<file path="src/rtl/popcount_rr_scheduler.sv">
// popcount_rr_scheduler: round-robin shares one pipelined popcount unit among N_REQ requesters
// and routes each count back with the ID of the requester that issued it.
module popcount_rr_scheduler #(
  parameter int WIDTH      = 8,
  parameter int N_REQ      = 4,
  parameter int PC_LATENCY = 4
) (
  input  logic                               clk_i,
  input  logic                               arst_n_i,
  input  logic [N_REQ-1:0]                   req_val_i,
  input  logic [N_REQ-1:0][WIDTH-1:0]        req_data_i,
  output logic [N_REQ-1:0]                   req_ready_o,
  output logic                               pc_srst_o,
  output logic [WIDTH-1:0]                   pc_data_o,
  output logic                               pc_data_val_o,
  input  logic [$clog2(WIDTH):0]             pc_data_i,
  input  logic                               pc_data_val_i,
  output logic [$clog2(WIDTH):0]             res_data_o,
  output logic [$clog2(N_REQ)-1:0]           res_id_o,
  output logic                               res_val_o,
  output logic                               busy_o,
  output logic                               err_o
);
  localparam int CW  = $clog2(WIDTH) + 1;
  localparam int IDW = $clog2(N_REQ);
  localparam int FCW = $clog2(PC_LATENCY + 2);
  localparam logic ST_FLUSH = 1'b0;
  localparam logic ST_RUN   = 1'b1;

  logic                           r_state;
  logic [FCW-1:0]                 r_flush_cnt;
  logic [IDW-1:0]                 r_ptr;
  logic [WIDTH-1:0]               r_pc_data;
  logic                           r_pc_val;
  logic [IDW-1:0]                 r_pc_id;
  logic [PC_LATENCY-1:0]          r_tag_val;
  logic [PC_LATENCY-1:0][IDW-1:0] r_tag_id;
  logic [CW-1:0]                  r_res_data;
  logic [IDW-1:0]                 r_res_id;
  logic                           r_res_val;
  logic                           r_err;
  logic                           w_run;
  logic                           w_xfer;
  logic                           w_tail_val;
  logic                           w_hit;
  logic [IDW-1:0]                 w_tail_id;
  logic [IDW-1:0]                 w_gid;
  logic [IDW-1:0]                 w_cand;

  // Scan from farthest to nearest so the nearest requester after r_ptr wins.
  always_comb begin
    w_gid  = '0;
    w_cand = '0;
    for (int k = N_REQ; k >= 1; k--) begin
      w_cand = IDW'((int'(r_ptr) + k) % N_REQ);
      if (req_val_i[w_cand]) w_gid = w_cand;
    end
  end

  assign w_run       = r_state == ST_RUN;
  assign w_xfer      = w_run & (|req_val_i);
  assign req_ready_o = w_xfer ? N_REQ'(1) << w_gid : '0;
  assign w_tail_val  = r_tag_val[PC_LATENCY-1];
  assign w_tail_id   = r_tag_id[PC_LATENCY-1];
  assign w_hit       = w_run & w_tail_val & pc_data_val_i;

  assign pc_srst_o     = ~w_run;
  assign pc_data_o     = r_pc_data;
  assign pc_data_val_o = r_pc_val;
  assign res_data_o    = r_res_data;
  assign res_id_o      = r_res_id;
  assign res_val_o     = r_res_val;
  assign err_o         = r_err;
  assign busy_o        = ~w_run | (|r_tag_val) | r_pc_val;

  always_ff @(posedge clk_i or negedge arst_n_i) begin
    if (!arst_n_i) begin
      r_state     <= ST_FLUSH;
      r_flush_cnt <= '0;
      r_ptr       <= IDW'(N_REQ - 1);
      r_pc_data   <= '0;
      r_pc_val    <= 1'b0;
      r_pc_id     <= '0;
      r_tag_val   <= '0;
      r_tag_id    <= '0;
      r_res_data  <= '0;
      r_res_id    <= '0;
      r_res_val   <= 1'b0;
      r_err       <= 1'b0;
    end else begin
      if (!w_run) r_flush_cnt <= r_flush_cnt + FCW'(1);
      if (!w_run && r_flush_cnt == FCW'(PC_LATENCY)) r_state <= ST_RUN;
      r_pc_val <= w_xfer;
      if (w_xfer) begin
        r_pc_data <= req_data_i[w_gid];
        r_pc_id   <= w_gid;
        r_ptr     <= w_gid;
      end
      r_tag_val <= {r_tag_val[PC_LATENCY-2:0], r_pc_val};
      r_tag_id  <= {r_tag_id[PC_LATENCY-2:0], r_pc_id};
      r_res_val <= w_hit;
      if (w_hit) begin
        r_res_data <= pc_data_i;
        r_res_id   <= w_tail_id;
      end
      if (w_run && (w_tail_val != pc_data_val_i)) r_err <= 1'b1;
    end
  end
endmodule

</file>
<file path="config.mk">
export PLATFORM = sky130hd
export DESIGN_NAME = popcount_rr_scheduler
export DESIGN_NICKNAME = d
export VERILOG_FILES = /design/src/rtl/popcount_rr_scheduler.sv
export SDC_FILE = /design/constraint.sdc
export NUM_CORES = 1
export LEC_CHECK = 0
export BUFFER_PORTS_ARGS = -buffer_cell sky130_fd_sc_hd__buf_2
export CORE_MARGIN = 1
export CORE_UTILIZATION = 50
export CTS_CLUSTER_SIZE = 28
export DETAILED_ROUTE_END_ITERATION = 8
export PLACE_DENSITY = 0.82
export SLEW_MARGIN = 20
export SYNTH_ARGS = -nofsm -noshare
export SYNTH_HDL_FRONTEND = slang
export SYNTH_SLANG_ARGS = --single-unit
</file>
<file path="constraint.sdc">
create_clock -name clk_i -period 2.6 [get_ports clk_i]
set_input_delay 0.52 -clock clk_i [delete_from_list [all_inputs] [get_ports clk_i]]
set_output_delay 0.52 -clock clk_i [all_outputs]
set_load 0.01 [all_outputs]
</file>
==> results of run 1 <==
==> placed cells by master, fill, tap and decap left out, drive strengths merged <==
cell and instances:
dfstp 2, or3 1, nand2 16, a21oi 4, nand2b 4, a31oi 1, inv 6, nand3 1
buf 70, mux2 7, o221ai 9, xnor2 2, or4 1, clkbuf 5, bufinv 1, mux2i 17
nor2b 2, dfrtp 35, ha 2, nor2 7, and3 1, a21o 2, clkinv 1, xor2 1
==> routing by layer <==
metal / part of all wire [%] / track usage [%] / vias up
li1: - / - / 581
met1: 40 / 24.0 / 590
met2: 48 / 35.8 / 72
met3: 7.6 / 7.91 / 13
met4: 4.2 / 15.6 / 0
met5: 0 / 0 / -
==> state kept, by name (all words and copies together), names as in the netlist <==
name and flops:
err_o 1, r_flush_cnt 3, pc_data_o 8, r_tag_id 6
r_pc_id 2, pc_data_val_o 1, res_data_o 4, r_tag_val 4
w_tail_id 2, res_val_o 1, r_ptr 2, res_id_o 2
r_state 1
==> logic make-up after synthesis <==
family                   count (synthesis)
flip-flops                              37
AND/OR/NAND/NOR                         33
multiplexers                            24
AO/OA/AOI/OAI                           16
buffers and inverters                   11
XOR/XNOR                                 3
adder cells (fa/ha/maj)                  2
==> stage by stage <==
| stage | std cells | power, mW | util (%) |
|---|---|---|---|
| 3_3_place_gp | 235 | 1.09 | 64.8 |
| 2_1_floorplan | 126 | 0.963 | - |
| 5_1_grt | 242 | 1.56 | 67.2 |
| 4_1_cts | 242 | 1.49 | 67.2 |
| 6_report | 242 | 1.47 | 67.2 |
| 3_5_place_dp | 235 | 1.11 | 64.8 |
==> layout make-up <==
class	instances	area, um2	area share (%)
Timing Repair Buffer	70	363	17.8
Tap cell	44	55.1	2.70
Clock buffer	5	37.5	1.84
Inverter	6	22.5	1.11
Multi-Input combinational cell	78	594	29.2
Sequential cell	37	928	45.6
Clock inverter	2	35.0	1.72
==> worst max-delay path, cell delays in order, from the launching register on <==
cell	delay, ns
dfstp_2	0.60
mux2i_1	0.30
o221ai_4	0.17
buf_4	0.22
nor2_1	0.12
buf_2	0.13
==> report_power, final <==
| part | internal, mW | switching [mW] | leakage [nW] |
|---|---|---|---|
| sequential | 0.677 | 0.0531 | 0.411 |
| clock | 0.196 | 0.178 | 0.0410 |
| combinational | 0.181 | 0.189 | 0.563 |
| total | 1.05 | 0.420 | 1.02 |
==> worst max path at each step <==
stage / startpoint / end / slack, ns / depth (start not counted)
finish: r_ptr[1] / req_ready_o[2] / 0.21 / 5
global placement: req_val_i[3] / req_ready_o[2] / 0.56 / 7
CTS: r_ptr[1] / req_ready_o[2] / 0.19 / 5
detailed placement: req_val_i[3] / req_ready_o[2] / 0.46 / 7
floorplan: r_ptr[1] / req_ready_o[3] / 0.70 / 4
global route: r_ptr[1] / req_ready_o[2] / 0.09 / 5
==> results.py, run 1 <==
metrics = {
    "detailed_routing": {
        "vias": 1256,
        "firstDrtPassIters": 5,
        "drt_iter0_drc": 19,
        "route.detailed.wl_per_inst_um": 13.3,
        "viasPerCell": 5.19,
        "drc_errors": 0,
        "antenna_left": 0,
        "routed_wl_um": 3210,
    },
    "clocking": {
        "cts.reportedPaths.clkPinSlew_ns": 0.11,
        "cts_resized": 0,
        "clock-root-buffer": "clkbuf_4",
        "clock_latency_ns": 0.33,
        "cts_max_path_buffers": 2,
        "cts_hold_buf": 0,
        "cts_buffers": 5,
        "htreeDepth": 2,
        "post_cts_buffers": 0,
        "cts_tree": "done",
        "clkSinkCount": 37,
    },
    "floorplanning": {
        "start_util_pct": 52.4,
        "die_x_um": 58.4,
        "rows": 20,
        "core_area_um2": 3030,
        "io-pin-count": 66,
        "die_h_um": 58.4,
        "die-area_um2": 3400,
    },
    "logic_synthesis": {
        "ys.flop_type": "dfrtp_1",
        "synth_fa_ha_area_share_pct": 1.58,
        "synthTopCellsByCount": "dfrtp_1, mux2i_1, nand2_1, o221ai_1",
        "synth_edf_count": 0,
        "synth_top_area_share_pct": 55.2,
        "synth-compound-area-share_pct": 8.90,
        "postSynthAreaPerCell_um2": 12.6,
        "ys_seq_area_share_pct": 58.5,
        "synthCells": 126,
        "synth_most_common_cell": "dfrtp_1",
        "synth-xor-area-share_pct": 1.65,
        "syn-num-nets": 171,
        "ys_top_cells_by_area": "dfrtp_1, mux2i_1, mux2_2",
        "muxShareOfSynthArea_pct": 15.7,
        "yosysTopAreaCell": "dfrtp_1",
        "synth_area_um2": 1590,
        "synthArstFlopShare_pct": 100,
        "yosys.area_share.simple_pct": 9.61,
        "synth_top_family_by_area": "multiplexers",
        "ys_warn_count": 0,
        "synth.distinct_cells": 27,
        "ys_ff_latch": 37,
    },
    "timing": {
        "hold_violations": 0,
        "maxSlewViolCount": 0,
        "fin_setup_tns_ns": 0,
        "finClkSkew_ns": 0.00853,
        "max_slew_margin_pct": 49.1,
        "fin_crit_sh_pct": 91.9,
        "hold_ws_ns": 0.249,
        "fmax_mhz": 418,
        "rsz0062_at_grt": "false",
        "period_needed_ns": 2.39,
        "finalWorstSetupSlack_ns": 0.210,
        "setup_viol": 0,
        "tightestPinTransition_ns": 0.763,
    },
    "critical_path": {
        "ff2ff_path_depth": 6,
        "cp_data_arrival_time_ns": 1.87,
        "worstSetupEndpointType": "output pin",
        "cp_max_fo": 11,
        "r2r-start": "r_ptr[1]",
        "crit_type": "reg -> out",
        "worstPathRequired_ns": 2.08,
        "startpoint_type": "register",
        "r2r_slack_ns": 0.78,
        "r2r_end": "pc_data_o[4]",
    },
    "run": {
        "drv_cap": 0,
    },
    "pwr": {
        "cellLeakagePower_nw": 1.02,
        "peakVddDrop_v": 0.000389,
        "pwr_density_cell_nw_per_um2": 724,
    },
    "final_layout": {
        "antenna_cells": 0,
        "syn2layout_area_growth_pct": 28.2,
        "fillers": 229,
        "final_area_um2": 2040,
        "fin_nets": 243,
        "drive_gt1_share_pct": 46.5,
    },
    "global_route": {
        "grt_max_degree": 38,
        "grt_pass1_wl_um": 5320,
        "grt_pass1_vias": 1195,
        "grt.overflow.total": 0,
        "track_usage_pct": 22.0,
        "antenna_found_initial": 0,
    },
    "min_path": {
        "hold_path.class": "in -> async",
    },
    "place": {
        "placed_area_um2": 1960,
        "gp_congestion": 0.708,
        "port_buffers": 65,
        "place_hpwl_um": 2450,
        "pre_cts_ws_ns": 0.459,
    },
    "outcome": {
        "status": "complete, no violations",
    },
}
Note: power is estimated with default switching activity, not from simulation.
==> run 2, diff against run 1 <==
--- a/config.mk
+++ b/config.mk
@@ -8,6 +8,7 @@
 export BUFFER_PORTS_ARGS = -buffer_cell sky130_fd_sc_hd__buf_2
 export CORE_MARGIN = 1
 export CORE_UTILIZATION = 50
+export CTS_CLUSTER_DIAMETER = 150
 export CTS_CLUSTER_SIZE = 28
 export DETAILED_ROUTE_END_ITERATION = 8
 export PLACE_DENSITY = 0.82
==> constraint.sdc (replaced) <==
create_clock -name clk_i -period 3.1 [get_ports clk_i]
set_input_delay 0.62 -clock clk_i [delete_from_list [all_inputs] [get_ports clk_i]]
set_output_delay 0.62 -clock clk_i [all_outputs]
set_load 0.01 [all_outputs]
==> results.py, run 2 (synthesis results as in run 1) <==
metrics = {
    "outcome": {
        "status": "complete, no violations",
    },
    "critical_path": {
        "cp_data_arrival_time_ns": 1.95,
        "r2r-start": "r_ptr[1]",
        "critPathMaxStageDelay_ns": 0.60,
        "path_buf_inv": 1,
        "r2r_slack_ns": 1.05,
        "worstSetupEndpointType": "output pin",
        "startpoint_type": "register",
        "crit_type": "reg -> out",
        "worstPathRequired_ns": 2.48,
        "cp.depth": 5,
        "cp_max_fo": 13,
        "crit_chain": "nand2b_1, a21oi_2, o221ai_4, and3_2, buf_2",
        "cpLargestDelayFamily": "flip-flops",
        "r2r_end": "pc_data_o[7]",
        "cpMaxStageDelayCell": "dfstp_2",
        "ff2ff_path_depth": 6,
    },
    "clocking": {
        "clkSinkCount": 37,
        "htreeDepth": 2,
        "clock_latency_ns": 0.35,
        "cts.reportedPaths.clkPinSlew_ns": 0.11,
        "cts_hold_buf": 0,
        "cts_resized": 0,
        "cts_tree": "done",
        "post_cts_buffers": 0,
        "cts_buffers": 5,
        "clock-root-buffer": "clkbuf_4",
        "cts_max_path_buffers": 2,
    },
    "floorplanning": {
        "core_area_um2": 3030,
        "die_h_um": 58.4,
        "io-pin-count": 66,
        "die_x_um": 58.4,
        "start_util_pct": 52.4,
        "rows": 20,
        "die-area_um2": 3400,
    },
    "global_route": {
        "grt_pass1_wl_um": 4770,
        "use_met3_pct": 7.47,
        "grt_max_degree": 38,
        "grt_util_met2_pct": 32.8,
        "antenna_found_initial": 0,
        "grt_pass1_vias": 1150,
        "track_usage_pct": 19.6,
        "gr-usage-met1_pct": 21.2,
        "grt.busiest_layer": "met2",
        "grt.overflow.total": 0,
    },
    "final_layout": {
        "utilization_pct": 66.9,
        "most-common-layout-cells": "buf_2, dfrtp_1, mux2i_1, nand2_1, o221ai_1",
        "antenna_cells": 0,
        "final_common_cell": "buf_2",
        "largest_reg_flops": 8,
        "syn2layout_area_growth_pct": 27.6,
        "drive_gt1_share_pct": 45.4,
        "final_area_um2": 2030,
        "fin_nets": 240,
    },
    "timing": {
        "setup_viol": 0,
        "max_slew_margin_pct": 49.3,
        "period_needed_ns": 2.57,
        "tightestPinTransition_ns": 0.760,
        "maxSlewViolCount": 0,
        "fin_setup_tns_ns": 0,
        "fin_crit_sh_pct": 82.9,
        "fmax_mhz": 389,
        "rsz0062_at_grt": "false",
        "finClkSkew_ns": 0.00527,
        "hold_violations": 0,
    },
    "place": {
        "gp_congestion": 0.707,
        "place_hpwl_um": 2250,
        "port_buffers": 65,
        "placed_area_um2": 1940,
    },
    "detailed_routing": {
        "firstDrtPassIters": 4,
        "viasPerCell": 5.00,
        "drt_iter0_drc": 11,
        "vias": 1201,
        "route.detailed.wl_per_inst_um": 12.5,
        "antenna_left": 0,
        "routed_wl_um": 2990,
        "drc_errors": 0,
    },
    "pwr": {
        "cellLeakagePower_nw": 1.01,
        "pwr_density_cell_nw_per_um2": 618,
        "peakVddDrop_v": 0.000328,
        "finalPower_mw": 1.25,
    },
    "min_path": {
        "hold_path.class": "in -> async",
    },
    "run": {
        "drv_cap": 0,
    },
}
[run 2: worst max-delay path by stage]
| stage | to | startpoint |
|---|---|---|
| after floorplan | req_ready_o[3] | req_val_i[3] |
| after global placement | req_ready_o[2] | req_val_i[0] |
| after detailed placement | req_ready_o[0] | req_val_i[2] |
| after CTS | req_ready_o[3] | r_ptr[1] |
| after global routing | req_ready_o[3] | r_ptr[1] |
| final | req_ready_o[3] | r_ptr[1] |
[run 2: routing by layer]
layer	share of wire, %	vias up
met4	2.6	0
met2	49	62
met3	7.6	7
li1	-	574
met5	0	-
met1	41	558
[run 2: where the power goes]
group	switching, mW	internal [mW]
combinational	0.156	0.141
clock	0.155	0.192
sequential	0.0401	0.567
total	0.351	0.901
[run 2: per-stage QoR]
| stage | setup slack, ns | hold slack (ns) | std cells |
|---|---|---|---|
| after floorplan | 1.02 | 0.324 | 126 |
| after global placement | 0.726 | 0.334 | 232 |
| after detailed placement | 0.647 | 0.335 | 232 |
| after CTS | 0.505 | 0.353 | 240 |
| after global routing | 0.410 | 0.363 | 240 |
| final | 0.529 | 0.338 | 240 |
[run 2: layout make-up]
type / instances / area [um2]
Timing Repair Buffer: 67 / 340
Clock buffer: 7 / 55.1
Multi-Input combinational cell: 78 / 594
Tap cell: 44 / 55.1
Clock inverter: 1 / 30.0
Sequential cell: 37 / 928
Fill cell: 230 / 1000
Inverter: 6 / 22.5
[run 2: worst reg2reg max path, stage by stage (launching register included)]
cell      delay (ns)
dfstp_2         0.60
nand2b_1        0.14
a21oi_2         0.07
o221ai_4        0.41
buf_4           0.30
mux2i_1         0.26
o221ai_1        0.14
==> run 3, diff against run 2 <==
--- a/config.mk
+++ b/config.mk
@@ -5,13 +5,14 @@
 export SDC_FILE = /design/constraint.sdc
 export NUM_CORES = 1
 export LEC_CHECK = 0
+export ABC_AREA = 1
 export BUFFER_PORTS_ARGS = -buffer_cell sky130_fd_sc_hd__buf_2
 export CORE_MARGIN = 1
-export CORE_UTILIZATION = 50
+export CORE_UTILIZATION = 45
 export CTS_CLUSTER_DIAMETER = 150
 export CTS_CLUSTER_SIZE = 28
 export DETAILED_ROUTE_END_ITERATION = 8
-export PLACE_DENSITY = 0.82
+export PLACE_DENSITY = 0.75
 export SLEW_MARGIN = 20
 export SYNTH_ARGS = -nofsm -noshare
 export SYNTH_HDL_FRONTEND = slang
==> constraint.sdc (replaced) <==
create_clock -name clk_i -period 2.2 [get_ports clk_i]
set_input_delay 0.44 -clock clk_i [delete_from_list [all_inputs] [get_ports clk_i]]
set_output_delay 0.44 -clock clk_i [all_outputs]
set_load 0.01 [all_outputs]
==> results.py, run 3 <==
metrics = {
    "pwr": {
        "peakVddDrop_v": 0.00120,
        "pwr_density_cell_nw_per_um2": 1480,
        "cellLeakagePower_nw": 1.47,
    },
    "place": {
        "gp_congestion": 0.881,
        "place_hpwl_um": 2810,
        "dpl.cell_count": 372,
        "pre_cts_ws_ns": 0.181,
        "port_buffers": 65,
    },
    "detailed_routing": {
        "vias": 1760,
        "firstDrtPassIters": 4,
        "route.detailed.wl_per_inst_um": 10.1,
        "routed_wl_um": 3890,
        "viasPerCell": 4.58,
        "drc_errors": 0,
        "antenna_left": 0,
        "drt_iter0_drc": 76,
    },
    "timing": {
        "setup_viol": 4,
        "rsz0062_at_grt": "true",
        "fin_crit_sh_pct": 104,
        "finClkSkew_ns": 0.00400,
        "period_needed_ns": 2.29,
        "maxSlewViolCount": 0,
        "finalWorstSetupSlack_ns": -0.0890,
        "hold_violations": 0,
        "tightestPinTransition_ns": 0.776,
        "max_slew_margin_pct": 48.2,
        "fmax_mhz": 437,
    },
    "global_route": {
        "grt_pass1_wl_um": 6310,
        "grt_max_degree": 38,
        "track_usage_pct": 18.4,
        "antenna_found_initial": 0,
        "grt_pass1_vias": 1522,
        "grt.overflow.total": 0,
    },
    "logic_synthesis": {
        "ys_seq_area_share_pct": 47.7,
        "syn-num-nets": 304,
        "synthArstFlopShare_pct": 100,
        "synth.distinct_cells": 25,
        "synth_most_common_cell": "nand2_1",
        "postSynthAreaPerCell_um2": 7.52,
        "ys.flop_type": "dfrtp_1",
        "synthTopCellsByCount": "nand2_1, inv_1, dfrtp_1, nand3_1, nor2_1",
        "ys_ff_latch": 37,
        "yosysTopAreaCell": "dfrtp_1",
        "synthCells": 259,
        "ys_warn_count": 0,
        "synth_area_um2": 1950,
        "synth_edf_count": 0,
        "synth_top_area_share_pct": 45.0,
        "ys_top_cells_by_area": "dfrtp_1, nand2_1, nand3_1",
    },
    "critical_path": {
        "cp_data_arrival_time_ns": 1.85,
        "worstPathRequired_ns": 1.76,
        "crit_type": "reg -> out",
        "worstSetupEndpointType": "output pin",
        "startpoint_type": "register",
        "ff2ff_path_depth": 14,
        "r2r_slack_ns": 0.26,
        "cp_max_fo": 8,
    },
    "final_layout": {
        "most-common-layout-cells": "nand2_1, buf_2, inv_1, dfrtp_1, nand3_1",
        "final_common_cell": "nand2_1",
        "largest_reg_flops": 8,
        "syn2layout_area_growth_pct": 26.8,
        "final_cells": 384,
        "drive_gt1_share_pct": 34.4,
        "fillers": 376,
        "fin_nets": 378,
        "antenna_cells": 0,
    },
    "clocking": {
        "htreeDepth": 2,
        "clock_latency_ns": 0.28,
        "clock-root-buffer": "clkbuf_8",
        "cts_tree": "done",
        "cts_max_path_buffers": 2,
        "cts.reportedPaths.clkPinSlew_ns": 0.07,
        "cts_buffers": 5,
        "clkSinkCount": 37,
        "cts_hold_buf": 0,
    },
    "floorplanning": {
        "io-pin-count": 66,
        "start_util_pct": 47.7,
        "die-area_um2": 4600,
        "core_area_um2": 4090,
        "die_x_um": 67.8,
        "rows": 23,
        "die_h_um": 67.8,
    },
    "outcome": {
        "violations": "negative setup slack",
        "status": "finished with violations",
    },
    "run": {
        "drv_cap": 0,
    },
    "min_path": {
        "hold_path.class": "in -> async",
    },
}
[run 3: cell types whose count changed after synthesis, sizes merged, moves of 4 or more]
cell / before / now
inv: 6 / 49
nand3: 1 / 36
nand2: 16 / 107
nand2b: 4 / 0
buf: 2 / 7
mux2: 7 / 0
o221ai: 9 / 0
mux2i: 17 / 0
[run 3: path summary, 6_finish.rpt]
| path | start | endpoint |
|---|---|---|
| max | r_ptr[0] | req_ready_o[2] |
| max in group asynchronous | arst_n_i | res_id_o[0] |
| min | arst_n_i | err_o |
| max reg2reg | r_ptr[0] | pc_data_o[4] |
| min reg2reg | r_tag_id[0] | r_tag_id[2] |
| min in group clk_i | r_tag_id[0] | r_tag_id[2] |
[run 3: layer usage]
metal | vias up | global-route usage, % | share of wire (%)
met5 | - | 0 | 0
met4 | 0 | 8.33 | 1.6
met3 | 7 | 3.38 | 6.4
met2 | 76 | 30.8 | 47
met1 | 754 | 23.0 | 45
li1 | 923 | - | -
[run 3: metrics by stage]
| step | cell area (um2) | hold slack [ns] | setup TNS (ns) | power [mW] | utilization, % |
|---|---|---|---|---|---|
| final | 2470 | 0.230 | -0.323 | 3.67 | 60.4 |
| after global routing | 2470 | 0.292 | -0.826 | 4.05 | 60.4 |
| after CTS | 2470 | 0.264 | -0.204 | 3.67 | 60.4 |
| after detailed placement | 2320 | 0.335 | 0 | 3.05 | 56.7 |
| after global placement | 2320 | 0.336 | 0 | 3.03 | 56.7 |
| after floorplan | 1950 | 0.144 | 0 | 2.59 | - |
[run 3: final cells by class]
type | count | area [um2] | share of cell area [%]
timing repair buffer | 75 | 400 | 16.2
clock buffer | 6 | 72.6 | 2.94
tap | 50 | 62.6 | 2.53
inverter | 49 | 191 | 7.75
sequential | 37 | 928 | 37.6
multi-input combinational | 165 | 805 | 32.6
clock inverter | 2 | 10.0 | 0.405
[run 3: worst max-delay path, stage by stage, from the launching register on]
cell     delay (ns)
dfstp_2        0.68
inv_8          0.07
nand2_1        0.09
nand3_2        0.09
nand2_1        0.09
inv_2          0.04
nand2_4        0.08
nand2_2        0.06
nand2_4        0.07
nand2_4        0.06
nor3_2         0.10
buf_2          0.15
[run 3: kinds of logic after synthesis]
kind of cell	Yosys count	share of synthesized area (%)
AOI/OAI and AO/OA	7	2.12
xor gates and xnor gates	2	0.899
adders and majority gates	2	1.28
DFF	37	47.7
and+or+nand+nor	154	34.9
buffers and inverters	57	13.2
[run 3: what timing repair did]
action	CTS	global route
hold endpoints to repair	0	0
pin swaps	12	2
endpoints found under the setup margin	4	4
buffers inserted	4	0
resized for setup	12	1
cloned	0	0
[run 3: power by group]
part	leakage (nW)	total (mW)	internal [mW]	switching, mW
sequential	0.414	1.07	0.928	0.139
combinational	1.01	2.16	0.869	1.29
clock	0.0450	0.440	0.219	0.221
total	1.47	3.67	2.02	1.65
